**config.mk**
```make
export PLATFORM = sky130hd
export DESIGN_NAME = si_tag_serializer
export DESIGN_NICKNAME = d
export VERILOG_FILES = /design/src/rtl/si_tag_serializer.sv
export SDC_FILE = /design/constraint.sdc
export NUM_CORES = 1
export LEC_CHECK = 0
export CORE_MARGIN = 3
export CORE_UTILIZATION = 35
export CTS_BUF_LIST = sky130_fd_sc_hd__clkbuf_2
export DETAILED_ROUTE_END_ITERATION = 8
export PLACE_DENSITY_LB_ADDON = 0.05
export SLEW_MARGIN = 40
export SYNTH_ARGS = -nofsm -noshare
export SYNTH_HDL_FRONTEND = slang
export SYNTH_SLANG_ARGS = --single-unit
export TNS_END_PERCENT = 50
```
**constraint.sdc**
```tcl
create_clock -name clk -period 13.5 [get_ports clk]
set_clock_uncertainty 0.05 [all_clocks]
set_input_delay 3.375 -clock clk [delete_from_list [all_inputs] [get_ports clk]]
set_output_delay 3.375 -clock clk [all_outputs]
set_load 0.05 [all_outputs]
```
**src/rtl/si_tag_serializer.sv**
```systemverilog
// Tag serializer: captures a bundle of NUMBER_OF_WORDS tag lanes and emits the enabled
// ones one per cycle in ascending lane order, tracking a monotonic lower time bound.
module si_tag_serializer #(
    parameter int NUMBER_OF_WORDS = 4,
    parameter int CHANNEL_COUNT   = 20
) (
    input  logic                          clk,
    input  logic                          rst,
    input  logic                          s_axis_tvalid,
    output logic                          s_axis_tready,
    input  logic [64*NUMBER_OF_WORDS-1:0] s_axis_tagtime,
    input  logic [6*NUMBER_OF_WORDS-1:0]  s_axis_channel,
    input  logic [NUMBER_OF_WORDS-1:0]    s_axis_tkeep,
    input  logic [63:0]                   s_lowest_time_bound,
    input  logic [2*CHANNEL_COUNT-1:0]    channel_enable,
    output logic                          m_axis_tvalid,
    input  logic                          m_axis_tready,
    output logic [63:0]                   m_axis_tagtime,
    output logic signed [5:0]             m_axis_channel,
    output logic                          m_axis_tlast,
    output logic [63:0]                   lowest_time_bound,
    output logic [31:0]                   filtered_count
);

    localparam int N  = NUMBER_OF_WORDS;
    localparam int IW = (N > 1) ? $clog2(N) : 1;

    typedef enum logic {IDLE, EMIT} state_t;

    state_t                 state_q;
    logic [N-1:0]           pending_q, pending_d;
    logic [63:0]            time_q [N];
    logic signed [5:0]      chan_q [N];
    logic [63:0]            held_q;
    logic [63:0]            low_q;
    logic [31:0]            filt_q;

    logic [N-1:0]           lane_en;
    logic [31:0]            drop_cnt;
    logic [32:0]            filt_sum;
    logic [IW-1:0]          sel_idx;
    logic                   in_hs, out_hs;

    // Per-lane enable lookup; channel 0 and magnitudes beyond CHANNEL_COUNT never match.
    always_comb begin
        lane_en  = '0;
        drop_cnt = '0;
        for (int i = 0; i < N; i++) begin
            for (int c = 1; c <= CHANNEL_COUNT; c++) begin
                if (s_axis_channel[6*i +: 6] == 6'(c))
                    lane_en[i] = channel_enable[c-1];
                if (s_axis_channel[6*i +: 6] == 6'(-c))
                    lane_en[i] = channel_enable[CHANNEL_COUNT+c-1];
            end
            drop_cnt = drop_cnt + {31'b0, s_axis_tkeep[i] & ~lane_en[i]};
        end
        filt_sum = {1'b0, filt_q} + {1'b0, drop_cnt};
    end

    always_comb begin
        sel_idx = '0;
        for (int i = N-1; i >= 0; i--) begin
            if (pending_q[i])
                sel_idx = IW'(i);
        end
    end

    assign m_axis_tvalid     = (state_q == EMIT);
    assign m_axis_tagtime    = time_q[sel_idx];
    assign m_axis_channel    = chan_q[sel_idx];
    assign m_axis_tlast      = (pending_q != '0) && ((pending_q & (pending_q - 1'b1)) == '0);
    assign s_axis_tready     = (pending_q == '0) || (m_axis_tready && m_axis_tlast);
    assign lowest_time_bound = low_q;
    assign filtered_count    = filt_q;

    assign in_hs  = s_axis_tvalid && s_axis_tready;
    assign out_hs = m_axis_tvalid && m_axis_tready;

    // A new bundle overwrites whatever is left of the old mask in the same cycle.
    always_comb begin
        pending_d = pending_q;
        if (out_hs)
            pending_d[sel_idx] = 1'b0;
        if (in_hs)
            pending_d = s_axis_tkeep & lane_en;
    end

    always_ff @(posedge clk) begin
        if (rst) begin
            state_q   <= IDLE;
            pending_q <= '0;
            held_q    <= '0;
            low_q     <= '0;
            filt_q    <= '0;
            for (int i = 0; i < N; i++) begin
                time_q[i] <= '0;
                chan_q[i] <= '0;
            end
        end else begin
            pending_q <= pending_d;
            state_q   <= (pending_d != '0) ? EMIT : IDLE;
            if (in_hs) begin
                for (int i = 0; i < N; i++) begin
                    time_q[i] <= s_axis_tagtime[64*i +: 64];
                    chan_q[i] <= $signed(s_axis_channel[6*i +: 6]);
                end
                held_q <= s_lowest_time_bound;
                filt_q <= filt_sum[32] ? 32'hFFFF_FFFF : filt_sum[31:0];
            end
            // Held bound only applies once nothing older is still waiting to be emitted.
            if (out_hs) begin
                if (m_axis_tagtime > low_q)
                    low_q <= m_axis_tagtime;
            end else if ((pending_q == '0) && (held_q > low_q)) begin
                low_q <= held_q;
            end
        end
    end

endmodule

```
# Word-level counts from Yosys, hierarchy flattened
# Memories as Yosys holds them, arrays and structs flattened.
# Cells that the tools add are included.
# op_classes
n_addsub,5
multipliers,0
div_mod_pow,0
n_lt_le_gt_ge,4
eq_ne,161
shift,0
muxes,186
bitwise_logic,20
n_reduce_logical,13
# op_table
cell,n
$eq 6x6->1 const B,80
$mux 64,7
$eq 6x4->1 const B,32
$mux 1,167
$gt 64x64->1,2
$eq 6x5->1 const B,20
$eq 6x3->1 const B,16
$eq 6x2->1 const B,8
$add 32x4->33,1
$mux 32,1
$eq 6x1->1 const B,4
$mux 6,4
$and 4x4->4,3
$logic_not 4->1,2
$mux 2,4
$mux 4,2
$or 1x1->1,8
$reduce_bool 4->1,2
$logic_and 1x1->1,6
$add 3x1->4,1
$and 1x1->1,4
$not 1->1,4
$not 4->4,1
$sub 4x1->4 const B,1
9 further kinds,9
# word_totals
reg_bits,165
latch_bits,0
ramBits,280
rom_bits,0
input_bits,392
output_inout_bits,169
elab_cells,396
mem_count,2
# memory_table
memory,depth,width,read_ports,rd_clocked_by_memory_dff,wr,line_no,text
time_q,4,64,1,0,4,32,logic [63:0] time_q [N];
chan_q,4,6,1,0,4,33,logic signed [5:0] chan_q [N];

# Longest topological paths before layout
# Gate-level depths: netlist of run 1.
# depth
depth_word,48
depth_mapped,21
ltp_nobuf,19

# Worst setup path after synthesis of run 1
# No wires, ideal clock.
# synth_path
kind,input -> register
from,input port m_axis_tready
to,memory chan_q[0][0] (enable)
arrival_ps,10527
path_slack_ps,2228
cell_stages,6
n_path_buf,1
cell_sequence,clkbuf_1 -> a21boi_0 -> o21bai_1 -> a21oi_1 -> o21ai_0 -> nand2b_1
# synth_rtl
element,line_no,text
from (decl),17,"input logic m_axis_tready,"
to (decl),33,

# Final worst setup path of run 1
# layout_path
from,input port m_axis_tready
to,output port s_axis_tready
# layout_between
elab_chain_cells,2
# layout_lines
element,line_no,text
$logic_and 1x1->1,72,assign s_axis_tready = (pending_q == '0) || (m_axis_tready && m_axis_tlast);
$logic_or 1x1->1,72,
to (decl),10,"output logic s_axis_tready,"
# Every way passes these cells.

==> results of run 1 <==
==> logic make-up after synthesis <==
family,Yosys count
flip-flops,445
buffers and inverters,290
multiplexers,152
XOR/XNOR,28
AO/OA/AOI/OAI,620
AND/OR/NAND/NOR,1015
adder cells (fa/ha/maj),132
==> power groups by stage <==
stage / clock [W] / sequential [W] / combinational, W
finish: 0.00111 / 0.00163 / 0.00153
global route: 0.00124 / 0.00165 / 0.00165
CTS: 0.00116 / 0.00164 / 0.00154
detailed placement: 0 / 0.00167 / 0.00153
global placement: 0 / 0.00166 / 0.00152
floorplan: 0 / 0.00179 / 0.000877
==> layout make-up <==
class | instances | area [um^2]
Fill cell | 7149 | 39600
Multi-Input combinational cell | 1947 | 13200
Sequential cell | 445 | 11700
Timing Repair Buffer | 586 | 5880
Tap cell | 959 | 1200
Clock buffer | 205 | 1030
Inverter | 99 | 372
Clock inverter | 34 | 273
Antenna cell | 16 | 40.0
==> worst max-delay path, delay by kind of cell <==
kind	cells	cell delay (ns)
buffers and inverters	2	1.27
AOI/OAI and AO/OA	3	0.60
and+or+nand+nor	1	0.16
==> stage by stage <==
| stage | cells | hold WS, ns | worst slack (ns) | util |
|---|---|---|---|---|
| after floorplan | 2682 | 0.399 | 2.23 | - |
| after CTS | 4272 | 0.436 | 4.24 | 0.459 |
| after global routing | 4284 | 0.451 | 4.32 | 0.460 |
| after global placement | 4032 | 0.415 | 3.86 | 0.440 |
| final | 4291 | 0.431 | 4.64 | 0.460 |
| after detailed placement | 4033 | 0.423 | 4.04 | 0.441 |
==> layer usage <==
metal / GRT usage / routed length (um) / part of all wire / vias up
li1: - / - / - / 10900
met1: 0.312 / 41700 / 0.42 / 11100
met2: 0.407 / 47400 / 0.48 / 789
met3: 0.0580 / 6500 / 0.066 / 190
met4: 0.0982 / 2920 / 0.030 / 6
met5: 0 / 35 / 0.00036 / -
==> sequential cells by signal, summed over array words and instances, names as in the netlist <==
register and cells:
pending_q 4, filtered_count 32, m_axis_tvalid 1, chan_q 24
lowest_time_bound 64, held_q 64, time_q 256
==> cells in the final DEF, fill, tap and decap left out, types with 12 or more instances in the layout <==
master / n
nor2_1: 198
a22oi_1: 77
nand3_1: 28
nor2b_1: 16
edfxtp_1: 280
ha_1: 129
clkinv_1: 21
clkdlybuf4s50_1: 555
o21ai_0: 112
a211oi_1: 15
mux2i_1: 84
buf_4: 15
clkbuf_2: 205
inv_1: 97
o211ai_1: 12
nand2b_1: 22
a21oi_1: 216
xor2_1: 18
dfxtp_1: 164
nor3_1: 103
and2_1: 280
o21ai_1: 14
diode_2: 16
a31oi_1: 14
nand4_1: 41
nand2_1: 202
mux2_4: 59
==> final timing paths <==
| kind | from | to | slack [ns] |
|---|---|---|---|
| hold reg to reg | held_q[30] | held_q[30] | 0.43 |
| setup reg to reg | pending_q[2] | lowest_time_bound[53] | 6.66 |
| setup / recovery | m_axis_tready | s_axis_tready | 4.64 |
| hold / removal | held_q[30] | held_q[30] | 0.43 |
==> results.cfg, run 1 <==
[status]
outcome = completed

[finish]
fin_nets = 3735
layout-drive-gt1-share = 0.109
final_cell_area_um2 = 33700
syn2layout_area_growth_pct = 29.5

[floorplanning]
io_pins = 561
dieArea_um2 = 77800
die_x_um = 279
core_um2 = 73300
start_util = 0.355
die_h_um = 279
rows = 99

[clocking]
hold_buffers = 0
root_buffer = clkbuf_2
insertion_delay_ns = 1.28
ctsResizeCount = 0
clk_pin_slew_ns = 0.09
cts_tree = yes
htree_levels = 4
cts_sinks = 445
numCtsBuffers = 132
ctsLongestPathBuffers = 3
cts_setup_buffers = 0

[synthesis]
synth_edf_count = 280
syn_avg_cell_area_um2 = 9.72
synth_most_common_cell = and2_1
async_reset_ff_frac = 0
synth_nets = 3206
synth_xor_area_frac = 0.00941
syn_area_um2 = 26100
synth.top_cell.area_share = 0.323
synthCells = 2682
ys_seq_elements = 445
ys_top_cells_by_count = and2_1 (282), edfxtp_1 (280), a21oi_1 (217)
ys_types = 95
synth_top_family_by_area = simple AND/OR/NAND/NOR gates
yosysTopAreaCell = edfxtp_1
synth_compound_area_frac = 0.153
synthMuxAreaShare = 0.0706
synth_fa_ha_area_frac = 0.0642
synth_flop_cell = edfxtp_1
yosys_warnings = 0
yosysSeqAreaShare = 0.449
synthSimpleGateAreaFrac = 0.207
synth_area_leaders = edfxtp_1 (32%), dfxtp_1 (13%), and2_1 (6.8%), ha_1 (6.2%), a21oi_1 (4.2%)

[global_routing]
grt_start_max_net_pins = 145
grt_use_total = 0.247
grt_overflow = 0
antenna_found_initial = 14
grt_pass1_vias = 23400
grt_pass1_wl_mm = 146

[placed_design]
gp_congestion = 0.884
placed_area_um2 = 32300
numPortBuffers = 560
post-dp-hpwl_mm = 70.1

[run]
drv_cap = 0

[routing]
wl_mm = 98.6
viasPerCell = 5.37
drt_iter0_drc = 1717
drc = 0
wl_per_cell_um = 23.0
dr.pass1.iters = 5
routed-via-count = 23000
antenna_left = 0

[sta]
timing.final.crit_period_ns = 8.86
fmax_mhz = 113
hold_viol = 0
slew_headroom = 0.414
fin_crit_sh = 0.656
setup_violations = 0
rsz0062_at_grt = no
slew_violations = 0
finalSetupTns_ns = 0
tightest_slew_ns = 0.870

[power_and_ir_drop]
intPower_w = 0.00264
share_clk_of_total_power = 0.260
p_total_w = 0.00427
comb_power_share = 0.358
power.density_nw_per_um2 = 127
peakVddDrop_mv = 0.109
p_sw_w = 0.00163
p_sw_frac = 0.381
seq_power_share = 0.383
p_leak_nw = 13.2

[critical_path]
max_stage_delay_ns = 0.83
path_max_fanout = 71
worstSetupEndpointType = output pin
cp-start-kind = primary input
cp.arrival_ns = 5.44
worstRegToRegCells = 16
timing.setup.critical_path_class = in2out
crit_chain = buf_6, a21boi_0, o21bai_1, a21o_1, nand2_1, clkdlybuf4s50_1
critical_path_required_ns = 10.07
crit_path_top_delay_cell = clkdlybuf4s50_1

[worst_hold_path]
hp-class = reg2reg
hold_path_depth = 2
Power figures use the tool's default switching activity.
==> run 2, diff against run 1 <==
Clock period 13.5 ns to 7.9 ns, I/O delays scaled along.
==> run 2 against run 1 <==
  * Utilization increased by 0.34 points
  * First-iteration DRC count decreased by 8.2%
  * Global-route usage increased by 0.63 points
  * Critical path depth increased by 1
  * Sequential cell count unchanged
  * Combinational power increased by 73%
  * Die area unchanged
  * Cell count increased by 0.68%
  * Critical path type is now reg2out
  * Non-clock buffer count increased by 44
  * Register-to-register slack got worse by 4.8 ns
  * Worst hold slack got worse by 0.0019 ns
==> results.cfg, run 2 (synthesis gave the netlist of run 1 again) <==
[floorplanning]
dieArea_um2 = 77800
core_um2 = 73300
die_x_um = 279
io_pins = 561
start_util = 0.355
die_h_um = 279
rows = 99

[run]
drv_cap = 0

[power_and_ir_drop]
peakVddDrop_mv = 0.0877
power.density_nw_per_um2 = 213
p_leak_nw = 13.4

[sta]
finalSetupTns_ns = 0
tightest_slew_ns = 0.901
rsz0062_at_grt = no
setup_violations = 0
slew_headroom = 0.393
slew_violations = 0
fmax_mhz = 142
timing.final.crit_period_ns = 7.02
hold_viol = 0
fin_crit_sh = 0.889

[global_routing]
grt_pass1_wl_mm = 149
grt_overflow = 0
grt_pass1_vias = 23500
grt_use_total = 0.253
antenna_found_initial = 16
grt_start_max_net_pins = 127

[finish]
multi_input_comb_area_um2 = 13200
finalNonFillerCells = 4320
mostFrequentLayoutCells = clkdlybuf4s50_1 (558), and2_1 (280), edfxtp_1 (280)
fin_nets = 3778
layout-drive-gt1-share = 0.118
syn2layout_area_growth_pct = 30.5
ff_latch_area_um2 = 11700
largest_reg_flops = 256
regMostFlops = time_q
final_common_cell = clkdlybuf4s50_1
fillers = 7153

[critical_path]
worstSetupEndpointType = output pin
cp.arrival_ns = 5.00
timing.setup.critical_path_class = reg2out
cp-start-kind = flip-flop
path_max_fanout = 30
rrSetupSlack_ns = 1.82
critical_path_required_ns = 5.88

[clocking]
ctsResizeCount = 0
root_buffer = clkbuf_2
cts_tree = yes
htree_levels = 4
ctsLongestPathBuffers = 3
numCtsBuffers = 131
cts_sinks = 445
hold_buffers = 0
clk_pin_slew_ns = 0.08
insertion_delay_ns = 1.29
cts_setup_buffers = 0

[placed_design]
place_inst = 4080
post-dp-hpwl_mm = 73.6
gp_congestion = 0.878
numPortBuffers = 560

[routing]
drt_iter0_drc = 1576
viasPerCell = 5.40
drc = 0
wl_mm = 101
routed-via-count = 23300
antenna_left = 0
dr.pass1.iters = 8
wl_per_cell_um = 23.4

[worst_hold_path]
hp-class = reg2reg

[status]
outcome = completed
## run 2: cell count changes in the layout (fill, tap and decap cells not counted), sizes merged
cell	delta
inv	+1
clkbuf	-7
bufinv	-2
diode	-5
clkinv	-1
clkdlybuf4s50	+3
clkinvlp	-1
buf	+41
## run 2: layer usage
metal  routed length, um  global-route usage  vias to the layer above
li1                    -                   -                    11000
met1               42400               0.317                    11300
met2               49100               0.426                      825
met3                6410              0.0570                      190
met4                3260              0.0949                       16
met5                 121                   0                        -
## run 2: metrics by stage
stage / cell area [um^2] / util / worst slack [ns] / total power [W] / hold WS, ns
after CTS: 34000 / 0.463 / 0.586 / 0.00738 / 0.431
final: 34000 / 0.464 / 0.876 / 0.00726 / 0.429
after detailed placement: 32700 / 0.447 / 0.452 / 0.00551 / 0.420
after floorplan: 26100 / - / 1.16 / 0.00455 / 0.399
after global placement: 32700 / 0.445 / 0.347 / 0.00549 / 0.415
after global routing: 34000 / 0.464 / 0.498 / 0.00770 / 0.447
## run 2: final timing paths
check,startpoint,endpoint,depth (start not counted)
hold / removal,held_q[31],held_q[31],2
hold reg to reg,held_q[31],held_q[31],2
setup reg to reg,pending_q[2],lowest_time_bound[57],15
setup / recovery,pending_q[2],m_axis_tagtime[16],7
## run 2: layout make-up
class	count	area share
multi-input cells	1947	0.389
inverters	99	0.0109
clock inverters	31	0.00688
clock buffers	198	0.0291
well taps	959	0.0353
repair buffers	630	0.183
flip-flops and latches	445	0.345
diodes	11	0.000810
## run 2: worst max-delay path, cell delays in order, from the launching register on
cell and delay (ns):
dfxtp_1 0.47, nor2b_1 0.14, o21bai_4 0.38, buf_4 0.37, buf_4 0.58, mux2i_1 0.15
o21ai_0 0.70, clkdlybuf4s50_1 0.97
## run 2: where the power goes
group          leakage (nW)  switching, W  internal (W)
clock network         0.937       0.00106      0.000749
logic                  8.03       0.00162       0.00102
registers              4.42      0.000106       0.00270
==> run 3, diff against run 2 <==
Settings changed: SLEW_MARGIN 40 to default.
Clock period 7.9 ns to 6.7 ns, I/O delays scaled along.
==> run 3 against run 2 <==
  * Cell count is 2.6% higher
  * Global-route usage is 0.54 points higher
  * Sequential power is 17% higher
  * Utilization is 1.1 points higher
  * First-iteration DRC count is 14% higher
  * Die area stayed put
==> results.cfg, run 3 (synthesis gave the netlist of run 1 again) <==
[floorplanning]
core_um2 = 73300
io_pins = 561
dieArea_um2 = 77800
die_x_um = 279
rows = 99
start_util = 0.355
die_h_um = 279

[global_routing]
grt_use_total = 0.258
antenna_found_initial = 16
grt_start_max_net_pins = 149
grt_overflow = 0
grt_pass1_wl_mm = 152
grt_pass1_vias = 24200

[placed_design]
post-dp-hpwl_mm = 76.9
placed_area_um2 = 33700
numPortBuffers = 560
gp_congestion = 0.909
preCtsSetupSlack_ns = -0.130

[clocking]
clk_pin_slew_ns = 0.10
ctsLongestPathBuffers = 3
htree_levels = 3
insertion_delay_ns = 1.17
cts_tree = yes
root_buffer = clkbuf_2
numCtsBuffers = 120
cts_sinks = 445
cts_setup_buffers = 0

[routing]
wl_per_cell_um = 23.4
viasPerCell = 5.34
dr.pass1.iters = 5
antenna_left = 0
drt_iter0_drc = 1799
wl_mm = 104
drc = 0
routed-via-count = 23700

[finish]
regMostFlops = time_q
mostFrequentLayoutCells = clkdlybuf4s50_1 (558), and2_1 (280), edfxtp_1 (280)
syn2layout_area_growth_pct = 33.6
largest_reg_flops = 256
final_cell_area_um2 = 34800
layout-drive-gt1-share = 0.146
fin_nets = 3884
fillers = 6994
final_common_cell = clkdlybuf4s50_1
final_util = 0.475

[power_and_ir_drop]
p_leak_nw = 13.9
p_total_w = 0.00852
peakVddDrop_mv = 0.191
power.density_nw_per_um2 = 245

[sta]
fin_ws_ns = 0.412
fmax_mhz = 159
rsz0062_at_grt = no
finalSetupTns_ns = 0
slew_violations = 0
setup_violations = 0
tightest_slew_ns = 1.24
fin_crit_sh = 0.939
hold_viol = 0
timing.final.crit_period_ns = 6.29
slew_headroom = 0.168

[critical_path]
path_max_fanout = 34
timing.setup.critical_path_class = reg2out
worstSetupEndpointType = output pin
critical_path_required_ns = 4.97
cp.arrival_ns = 4.56
cp-start-kind = flip-flop

[status]
outcome = completed

[run]
drv_cap = 0

[worst_hold_path]
hp-class = reg2reg
## run 3: changes by cell type in the layout (fill, tap and decap cells not counted), moves of 4 or more
cell	change
buf_12	+6
buf_4	+115
buf_6	-4
clkinv_4	-5
o21ai_0	+7
o21ai_1	-7
## run 3: final cells by class
type	count	area [um^2]	area share
Tap cell	959	1200	0.0345
Inverter	99	372	0.0107
Multi-Input combinational cell	1947	13200	0.380
Antenna cell	12	30.0	0.000862
Clock inverter	21	111	0.00320
Sequential cell	445	11700	0.336
Clock buffer	201	1010	0.0289
Timing Repair Buffer	747	7160	0.206
## run 3: stage by stage
step	std cells	hold slack (ns)
floorplan	2682	0.399
global placement	4197	0.415
detailed placement	4197	0.419
CTS	4419	0.433
global route	4426	0.453
finish	4431	0.429
## run 3: timing repair
item | in CTS | in global routing
hold buffers | 0 | 0
setup endpoints to repair | 0 | 2
gates resized for setup | 0 | 2
endpoints found under the hold margin | 0 | 0
## run 3: final timing paths
check / from / end / slack, ns / cells past startpoint
setup reg to reg: pending_q[2] / lowest_time_bound[38] / 0.98 / 14
hold reg to reg: held_q[14] / held_q[14] / 0.43 / 2
setup / recovery: pending_q[2] / m_axis_tagtime[6] / 0.41 / 6
hold / removal: held_q[14] / held_q[14] / 0.43 / 2
## run 3: where the power goes
part | leakage [nW] | internal [W] | switching (W) | total, W
combinational | 8.63 | 0.00127 | 0.00196 | 0.00323
sequential | 4.42 | 0.00318 | 0.000111 | 0.00330
clock | 0.891 | 0.000795 | 0.00120 | 0.00199
## run 3: worst max-delay path: stages, from the launching register on
cell,delay (ns)
dfxtp_1,0.48
nor2b_1,0.13
o21bai_4,0.65
buf_12,0.38
mux2i_1,0.13
o21ai_0,0.68
clkdlybuf4s50_1,0.94
## run 3: layer usage
layer | global-route usage | vias up | part of all wire
met5 | 0 | - | 0.00031
met4 | 0.107 | 6 | 0.038
met3 | 0.0569 | 196 | 0.065
met2 | 0.438 | 809 | 0.48
met1 | 0.318 | 11400 | 0.41
li1 | - | 11200 | -
